--- src/rtl/luces_estela.sv ---
// Comet-tail LED driver: full brightness on sweep hit, stepped PWM fade after.
// Define LUCES_GAMMA_EN to square the brightness level for a perceptual fade.
module luces_estela #(
    parameter int PWM_BITS   = 4,
    parameter int DECAY_DIV  = 1000000,
    parameter int DECAY_STEP = 4
) (
    input  logic       clk,
    input  logic       rst_n,
    input  logic       en,
    input  logic [4:0] leds_in,
    output logic [4:0] leds_out,
    output logic       active
);

    localparam int MAX = (1 << PWM_BITS) - 1;
    localparam int DW  = (DECAY_DIV > 2) ? $clog2(DECAY_DIV) : 1;

    localparam logic [PWM_BITS-1:0] L_MAX  = PWM_BITS'(MAX);
    localparam logic [PWM_BITS-1:0] L_WRAP = PWM_BITS'(MAX - 1);
    localparam logic [DW-1:0]       D_LAST = DW'(DECAY_DIV - 1);
    localparam logic [PWM_BITS:0]   L_STEP = (PWM_BITS + 1)'(DECAY_STEP);

    logic [4:0]                r_in_q;
    logic [PWM_BITS-1:0]       r_pwm_cnt;
    logic [DW-1:0]             r_dcnt;
    logic [4:0][PWM_BITS-1:0]  r_level;

    logic                      w_tick;
    logic [4:0][PWM_BITS-1:0]  w_level_nxt;
    logic [4:0][PWM_BITS-1:0]  w_duty;
    logic [4:0][PWM_BITS:0]    w_diff;
    logic [4:0]                w_pwm_out;
    logic                      w_any;

    assign w_tick = (r_dcnt == D_LAST);

    always_comb begin
        w_level_nxt = '0;
        w_diff      = '0;
        for (int i = 0; i < 5; i++) begin
            w_diff[i] = {1'b0, r_level[i]} - L_STEP;
            if (!en) begin
                w_level_nxt[i] = '0;
            end else if (r_in_q[i]) begin
                w_level_nxt[i] = L_MAX;
            end else if (w_tick) begin
                // Borrow out of the extra bit means we would wrap: clamp to dark.
                w_level_nxt[i] = w_diff[i][PWM_BITS] ? '0
                               : w_diff[i][PWM_BITS-1:0];
            end else begin
                w_level_nxt[i] = r_level[i];
            end
        end
    end

`ifdef LUCES_GAMMA_EN
    logic [4:0][2*PWM_BITS-1:0] w_sq;

    always_comb begin
        w_sq   = '0;
        w_duty = '0;
        for (int i = 0; i < 5; i++) begin
            w_sq[i] = (2*PWM_BITS)'(r_level[i]) * (2*PWM_BITS)'(r_level[i]);
            w_duty[i] = (r_level[i] == L_MAX) ? L_MAX
                      : w_sq[i][2*PWM_BITS-1:PWM_BITS];
        end
    end
`else
    assign w_duty = r_level;
`endif

    always_comb begin
        w_pwm_out = '0;
        w_any     = 1'b0;
        for (int i = 0; i < 5; i++) begin
            w_pwm_out[i] = (w_duty[i] > r_pwm_cnt);
            w_any        = w_any | (r_level[i] != '0);
        end
    end

    always_ff @(posedge clk or negedge rst_n) begin
        if (!rst_n) begin
            r_in_q    <= '0;
            r_pwm_cnt <= '0;
            r_dcnt    <= '0;
            r_level   <= '0;
            leds_out  <= '0;
            active    <= 1'b0;
        end else begin
            r_in_q   <= leds_in;
            r_level  <= w_level_nxt;
            leds_out <= w_pwm_out;
            active   <= w_any;
            if (!en) begin
                r_pwm_cnt <= '0;
                r_dcnt    <= '0;
            end else begin
                // Period of MAX cycles so level MAX is a solid 100% duty.
                r_pwm_cnt <= (r_pwm_cnt == L_WRAP) ? '0 : r_pwm_cnt + 1'b1;
                r_dcnt    <= w_tick ? '0 : r_dcnt + 1'b1;
            end
        end
    end

endmodule

--- config.mk ---
export PLATFORM = sky130hd
export DESIGN_NAME = luces_estela
export DESIGN_NICKNAME = d
export VERILOG_FILES = /design/src/rtl/luces_estela.sv
export SDC_FILE = /design/constraint.sdc
export NUM_CORES = 1
export LEC_CHECK = 0
export CAP_MARGIN = 40
export CORE_ASPECT_RATIO = 0.6
export CORE_UTILIZATION = 53
export CTS_BUF_LIST = sky130_fd_sc_hd__clkbuf_16
export DETAILED_ROUTE_END_ITERATION = 6
export PLACE_DENSITY = 0.85
export SYNTH_ARGS = -nofsm -noshare
export SYNTH_HDL_FRONTEND = slang
export SYNTH_SLANG_ARGS = --single-unit
--- constraint.sdc ---
create_clock -name clk -period 2.11 [get_ports clk]
set_input_delay 0.3165 -clock clk [delete_from_list [all_inputs] [get_ports clk]]
set_output_delay 0.3165 -clock clk [all_outputs]
set_load 0.03 [all_outputs]
# Yosys cells after proc, flatten, opt, wreduce, memory -nomap -nowiden
# Index checks and enable logic that the tools add are counted.
[op_classes]
n_eq_ne = 7
add_sub_neg = 7
bitwise_logic = 4
reduce_logical = 5
mux = 24
n_lt_le_gt_ge = 5
[ops]
columns = ["cell", "count"]
rows = [
  ["two-way mux 4 bit", 22],
  ["two-way mux 20 bit", 2],
  ["subtractor 4 x 3 -> 5 bit (second input constant)", 5],
  ["adder 20 x 1 -> 20 bit (second input constant)", 1],
  ["== test 20 bit (second input constant)", 1],
  ["greater-than comparator 4 bit", 5],
  ["nonzero test 4 bit", 5],
  ["!= test 3 x 1 -> 1 bit (second input constant)", 5],
  ["adder 4 x 1 -> 4 bit (second input constant)", 1],
  ["== test 4 bit (second input constant)", 1],
  ["OR 1 bit", 4],
]
[totals]
inputBits = 8
ff_bits = 55
wordCells = 62
output_inout_bits = 6

# Depth between registers and ports, before layout
# Gate-level depths: netlist of the first run.
[depth]
word_depth = 5
depth_mapped = 7

# Worst setup path after synthesis of the first run
# OpenSTA, ideal clock, no wires.
[synth_path]
path_type = "reg-to-reg"
start = "reg r_dcnt[12]"
end = "reg r_level[10] in the netlist's numbering"
t_arrival_ns = 2.076
t_required_ns = 1.984
path_slack_ns = -0.092
path_stages_with_launch = 7
setup_time_ns = 0.126
n_path_buf = 2
path_cell_list = "dfrtp_1 -> or4b_1 -> or4_1 -> buf_2 -> or2_0 -> buf_2 -> o311a_1"
[synth_via]
elab_chain_cells = 2
[synth_lines]
columns = ["element", "line_no", "text"]
rows = [
  ["start, declared", "26", "logic [DW-1:0] r_dcnt;"],
  ["start signal, assigned", "101", "r_dcnt <= w_tick ? '0 : r_dcnt + 1'b1;"],
  ["== test 20 bit", "36", "assign w_tick = (r_dcnt == D_LAST);"],
  ["!= test 3 x 1 -> 1 bit (no source line)", "-", ""],
  ["end signal, assigned", "92", "r_level <= w_level_nxt;"],
  ["end, declared", "27", "logic [4:0][PWM_BITS-1:0] r_level;"],
]
# Every way passes these cells.
# A chain may end at the register's enable or synchronous reset.

# Worst setup path in the final report of the first run
[layout_path]
start = "reg r_dcnt[12]"
end = "reg r_level[18] in the netlist's numbering"
# Same word-level chain as after synthesis.

==> impl_metrics.tcl, run 1 <==
set metrics [dict create \
    worst_ep_required_time_ns 2.28 \
    power.total_uw 2170 \
    dieArea_um2 5190 \
    status "finished clean" \
    drc 0 \
    grt_first_pass_wirelength_um 10200 \
    r2r_start "r_dcnt[12]" \
    core_um2 4640 \
    hold_viol 0 \
    min_period_ns 2.11 \
    reg2reg_slack_ns 0.002 \
    p_per_area_nw_per_um2 707 \
    fin_area_um2 3080 \
    insertion_delay_ns 0.29 \
    grt_util_all_layers_pct 26.0 \
    grt_overflow 0 \
    startpoint_type "flop" \
    clk_pin_slew_worst_paths_ns 0.06 \
    clk_path_buf_depth 2 \
    dp_hpwl_um 4230 \
    fin_nets 317 \
    reg2reg_depth 4 \
    ys_seq_elements 50 \
    synth_cells 255 \
    io_pins 14 \
    tightest_slew_ns 0.578 \
    num_rows 19 \
    fp.dieW_um 92.3 \
    cts_sinks 50 \
    cts_buffers 5 \
    slew_headroom_pct 61.4 \
    ff_latch_area_um2 1250 \
    cts_tree "yes" \
    dr.first_iter.drc_count 241 \
    regToRegEndpoint "r_level[18]" \
    drtAntennaViolNets 0 \
    worst_hold_slack_ns 0.0228 \
    drive_gt1_share_pct 9.41 \
    gp_congestion 0.787 \
    setup_viol 0 \
    fmax_ghz 0.474 \
    end_kind "flop" \
    h-tree-depth 2 \
    wl_per_cell_um 17.3 \
    avgSynthCellArea_um2 10.2 \
    ys_types 31 \
    root_buffer "clkbuf_16" \
    skew_ns 0.00355 \
    antenna_found_initial 0 \
    place_inst 341 \
    start_util_pct 56.0 \
    grt_pass1_vias 2080 \
    port_buffers 13 \
    fillers 361 \
    synth_seq_area_share_pct 48.2 \
    finalCritPeriodShare_pct 99.9 \
    synth_nets 286 \
    drv_cap 0 \
    antenna_cells 0 \
    cp_max_fo 6 \
    dr.pass1.iters 4 \
    place_area_um2 2910 \
    fin_cells 350 \
    vdd_drop_max_mv 0.405 \
    vias_per_cell 6.08 \
    die_h_um 56.2 \
    multi_input_area_um2 1300 \
    drt_wl_total_um 6060 \
    path_class "reg -> reg" \
    via_count 2129 \
    grt_max_degree 28 \
    power_leakage_uw 0.00131 \
    report.final.slew_viol_count 0 \
    syn_area_um2 2590 \
    rsz0062_at_grt "yes" \
    hp-class "in -> async" \
    fin_tns_setup_ns 0 \
    arrival_ns 2.28 \
    yosys_warnings 0 \
    syn_to_final_growth_pct 18.6 \
]
## timing repair
action / CTS / global route
buffers inserted: 0 / 1
pin swaps: 0 / 1
endpoints found under the setup margin: 5 / 30
hold buffers: 0 / 0
resized for setup: 2 / 3
## cells in the mapped netlist
library cell | n | area (um2)
o311a_1 | 5 | 50.1
or4_1 | 4 | 30.0
clkbuf_1 | 2 | 7.51
dfrtp_1 | 50 | 1250
nor4_1 | 5 | 31.3
xor2_1 | 7 | 61.3
inv_1 | 11 | 41.3
or4b_1 | 1 | 10.0
o21ai_2 | 1 | 8.76
and3_1 | 3 | 18.8
or3_1 | 4 | 25.0
and2_1 | 1 | 6.26
nor2b_1 | 10 | 62.6
nand3_1 | 11 | 55.1
ha_1 | 23 | 288
o41ai_1 | 1 | 8.76
nor3b_1 | 1 | 7.51
o21a_1 | 15 | 113
buf_2 | 3 | 15.0
nor2_1 | 22 | 82.6
or2_0 | 1 | 6.26
nor3_1 | 7 | 35.0
nor4b_1 | 1 | 8.76
nand4_1 | 9 | 56.3
o21ai_0 | 18 | 90.1
xnor2_1 | 5 | 43.8
o31ai_1 | 4 | 30.0
nand2_1 | 9 | 33.8
mux2i_1 | 1 | 10.0
a21oi_1 | 18 | 90.1
and4_1 | 2 | 17.5
## stage by stage
step	util (%)	setup slack, ns
5_1_grt	66.4	-0.0325
2_1_floorplan	-	-0.0920
4_1_cts	65.9	0.0179
6_report	66.4	0.00197
3_5_place_dp	62.9	-0.0139
3_3_place_gp	62.9	0.0344
## flip-flops by register name, indices dropped and copies added, names as in the netlist
name,count
r_pwm_cnt,4
r_level,15
r_dcnt,20
active,1
r_in_q,5
leds_out,5
## kinds of logic after synthesis
group | count (synthesis) | share of synthesized area [%]
buffers and inverters | 16 | 2.46
AOI/OAI and AO/OA | 62 | 15.0
muxes | 1 | 0.386
and+or+nand+nor | 91 | 18.8
adders and majority gates | 23 | 11.1
xor gates and xnor gates | 12 | 4.05
DFF | 50 | 48.2
## final cells by class
type,count,share of cell area (%)
clock buffer,5,4.07
clock inverter,3,0.407
inverter,11,1.34
multi-input combinational,189,42.2
sequential,50,40.7
tap,63,2.56
timing repair buffer,29,8.78
## how the worst max path moves through the flow
| stage | from | endpoint | slack, ns |
|---|---|---|---|
| 2_1_floorplan | r_dcnt[12] | r_level[10] | -0.09 |
| 3_3_place_gp | r_dcnt[12] | r_level[18] | 0.03 |
| 3_5_place_dp | r_dcnt[12] | r_level[18] | -0.01 |
| 4_1_cts | r_dcnt[12] | r_level[18] | 0.02 |
| 5_1_grt | r_dcnt[12] | r_level[18] | -0.03 |
| 6_report | r_dcnt[12] | r_level[18] | 0.002 |
## where the power goes
group	internal, uW	switching, uW	total (uW)	leakage [uW]
Clock	429	338	768	0.0000724
Combinational	160	183	342	0.000595
Sequential	1010	53.4	1060	0.000643
## worst max-delay path, stage by stage, from the launching register on
cell	delay, ns
dfrtp_1	0.39
or4b_4	0.54
or4_4	0.43
or2_4	0.28
o311a_1	0.34
## cells in the final DEF (no fill, tap or decap), drive strengths merged
master         synthesis  routed
o311a                  5       5
nor4b                  1       1
or4b                   1       1
xnor2                  5       5
nor2b                 10      10
clkbuf                 2       5
nor3                   7       7
or3                    4       4
mux2i                  1       1
o21a                  15      15
buf                    3      17
nor2                  22      22
nand3                 11      11
a21oi                 18      18
inv                   11      12
or2                    1       1
and2                   1       1
clkdlybuf4s50          0      12
xor2                   7       7
o41ai                  1       1
or4                    4       4
nand2                  9       9
ha                    23      23
o31ai                  4       4
nor3b                  1       1
nor4                   5       5
clkinv                 0       2
and4                   2       2
nand4                  9       9
and3                   3       3
o21ai                 19      19
dfrtp                 50      50
## metal layers
metal	global-route usage, %	vias up	routed length (um)
met5	0	-	0
met2	36.8	88	2650
met1	38.5	1035	2830
met3	6.56	12	471
li1	-	994	-
met4	9.38	0	106
Note: power is estimated with default switching activity, not from simulation.
==> inputs of run 2 (changes only) <==
Settings changed: CAP_MARGIN 40 to not set.
==> results of run 2 <==
The final DEF is identical to that of run 1; final timing and power are the same.
==> patch: new RTL, settings of run 1 <==
Register the inputs `en` and `leds_in` before use. The logic sees them one clock later.
--- a/src/rtl/luces_estela.sv
+++ b/src/rtl/luces_estela.sv
@@ -22,4 +22,12 @@
     localparam logic [PWM_BITS:0]   L_STEP = (PWM_BITS + 1)'(DECAY_STEP);
 
+    logic en_q;
+    logic [4:0] leds_q;
+
+    always_ff @(posedge clk) begin
+        en_q   <= en;
+        leds_q <= leds_in;
+    end
+
     logic [4:0]                r_in_q;
     logic [PWM_BITS-1:0]       r_pwm_cnt;
@@ -41,5 +49,5 @@
         for (int i = 0; i < 5; i++) begin
             w_diff[i] = {1'b0, r_level[i]} - L_STEP;
-            if (!en) begin
+            if (!en_q) begin
                 w_level_nxt[i] = '0;
             end else if (r_in_q[i]) begin
@@ -89,9 +97,9 @@
             active    <= 1'b0;
         end else begin
-            r_in_q   <= leds_in;
+            r_in_q   <= leds_q;
             r_level  <= w_level_nxt;
             leds_out <= w_pwm_out;
             active   <= w_any;
-            if (!en) begin
+            if (!en_q) begin
                 r_pwm_cnt <= '0;
                 r_dcnt    <= '0;
Behaviour: not the same (Yosys sat finds a counterexample within 4 cycles, from zero or initial values and one cycle with rst_n low).
==> patch against run 1 <==
- design area is 3.7% higher
- first-iteration DRC count is 54% lower
- worst setup slack better by 0.069 ns
- fmax is 3.4% higher
- largest power group unchanged
- critical path type unchanged
- sequential cell count is 6 higher
- critical endpoint is now r_level[6]
- wire length is 11% lower
- via count is 4.2% lower
- highest routed layer unchanged
- area after synthesis is 5.4% higher
- non-clock buffer count is 4 lower
- combinational power is 5.8% lower
- total power is 12% higher
==> patch: results (changes against run 1) <==
[outcome]
status=finished clean  ; unchanged

[place]
hpwlAfterDp_um=3917  ; was 4233 um
routabilityCongestion=0.8160  ; was 0.7866
placed_cells=343  ; was 341
io_buffers=13  ; unchanged

[global_route]
grt_max_degree=39  ; was 28
grt_pass1_wl_um=9453  ; was 10230 um
grt.total_usage_pct=22.80  ; was 26.00%
grt_pass1_vias=1969  ; was 2080

[layout]
fin_nets=319  ; was 317
largest_register=r_dcnt  ; unchanged

[sta]
skew_ns=0.006275  ; was 0.003555 ns
relSlewSlack_pct=57.04  ; was 61.44%

[hold_path]
hold_class=register to register  ; was input port to async pin

[worst_setup_path]
crit_fanout=6  ; unchanged

[drt]
drtPass1Iterations=5  ; was 4
wl_um=5405  ; was 6058 um
post_drt_wl_per_cell_um=15.36  ; was 17.31 um

[synthesis]
synthCells=264  ; was 255
synth_fp_nets=295  ; was 286
async_flop_share_pct=89.29  ; was 100.0%
ys_types=35  ; was 31
yosysSeqAreaShare_pct=50.14  ; was 48.22%
yosys-top-cells-count=dfrtp_1, ha_1, o21ai_0  ; was dfrtp_1, ha_1, nor2_1
ys_top_cells_by_area=dfrtp_1, ha_1, dfxtp_1, o21a_1, o21ai_0  ; was dfrtp_1, ha_1, o21a_1, a21oi_1, o21ai_0

[power_and_ir_drop]
max-vdd-ir-drop_mv=0.3683  ; was 0.4046 mV
p_leak_nw=1.314  ; was 1.310 nW

-- patch: changes by cell type in the layout (fill, tap and decap cells not counted), moves of 3 or more --
cell     delta
dfxtp_1     +6
xor2_1      -6
buf_4       -5
nand3_1     -4
xnor2_1     +4
inv_1       +3
nor2_1      -3
nor3_1      +3
-- patch: layout make-up --
| cell class | instances | area, um2 |
|---|---|---|
| fillers | 350 | 1564 |
| flip-flops and latches | 56 | 1371 |
| multi-input cells | 185 | 1274 |
| repair buffers | 25 | 242.7 |
| clock buffers | 5 | 125.1 |
| well taps | 63 | 78.83 |
| inverters | 15 | 56.30 |
| clock inverters | 3 | 42.54 |
-- patch: what timing repair did --
| item | 4_1_cts | 5_1_grt |
|---|---|---|
| hold buffers | 1 | 0 |
| setup endpoints to repair | 0 | 3 |
| gates resized for setup | 0 | 2 |
| hold endpoints to repair | 12 | 0 |
-- patch: cell families after synthesis --
logic type	synth area share [%]
mux	0.3660
fa+ha+maj	10.52
flops	50.14
xor+xnor	3.202
compound gates	15.14
simple gates	17.06
buf+inv	3.568
-- patch: worst paths after layout --
path,from,endpoint,slack (ns),depth (start not counted)
hold reg to reg,leds_q[1],r_in_q[1],0.33,0
hold / removal,leds_q[1],r_in_q[1],0.33,0
max in group asynchronous,rst_n,r_dcnt[16],1.17,3
min in group asynchronous,rst_n,r_level[11],0.44,2
setup reg to reg,r_dcnt[7],r_level[6],0.07,4
setup / recovery,r_dcnt[7],r_level[6],0.07,4
-- patch: critical path, cell delays in order, from the launching register on --
cell and delay [ns]:
dfrtp_1 0.45, or3b_1 0.37, or4_1 0.41, or2_0 0.32, o311a_1 0.37
-- patch: routing by layer --
metal / up-vias / part of all wire [%] / global-route usage, %
met5: - / 0 / 0
met4: 0 / 0.93 / 5.844
met3: 7 / 5.7 / 4.593
met2: 59 / 42 / 32.48
met1: 973 / 51 / 35.62
li1: 1001 / - / -
-- patch: power by group --
part / internal [mW] / total (mW) / switching (mW)
sequential: 1.13 / 1.19 / 0.0568
clock: 0.558 / 0.934 / 0.376
combinational: 0.157 / 0.322 / 0.165
-- patch: metrics by stage --
stage / setup slack (ns) / hold WS, ns / power, mW / utilization [%] / instance area (um2)
5_1_grt: 0.01142 / 0.3358 / 2.551 / 67.11 / 3191
2_1_floorplan: 0.01515 / 0.02091 / 1.394 / - / 2735
4_1_cts: 0.04210 / 0.3336 / 2.460 / 66.95 / 3183
6_report: 0.07097 / 0.3297 / 2.443 / 67.11 / 3191
3_5_place_dp: 0.05684 / 0.2247 / 1.528 / 63.21 / 3005
3_3_place_gp: 0.1218 / 0.2272 / 1.512 / 63.21 / 3005
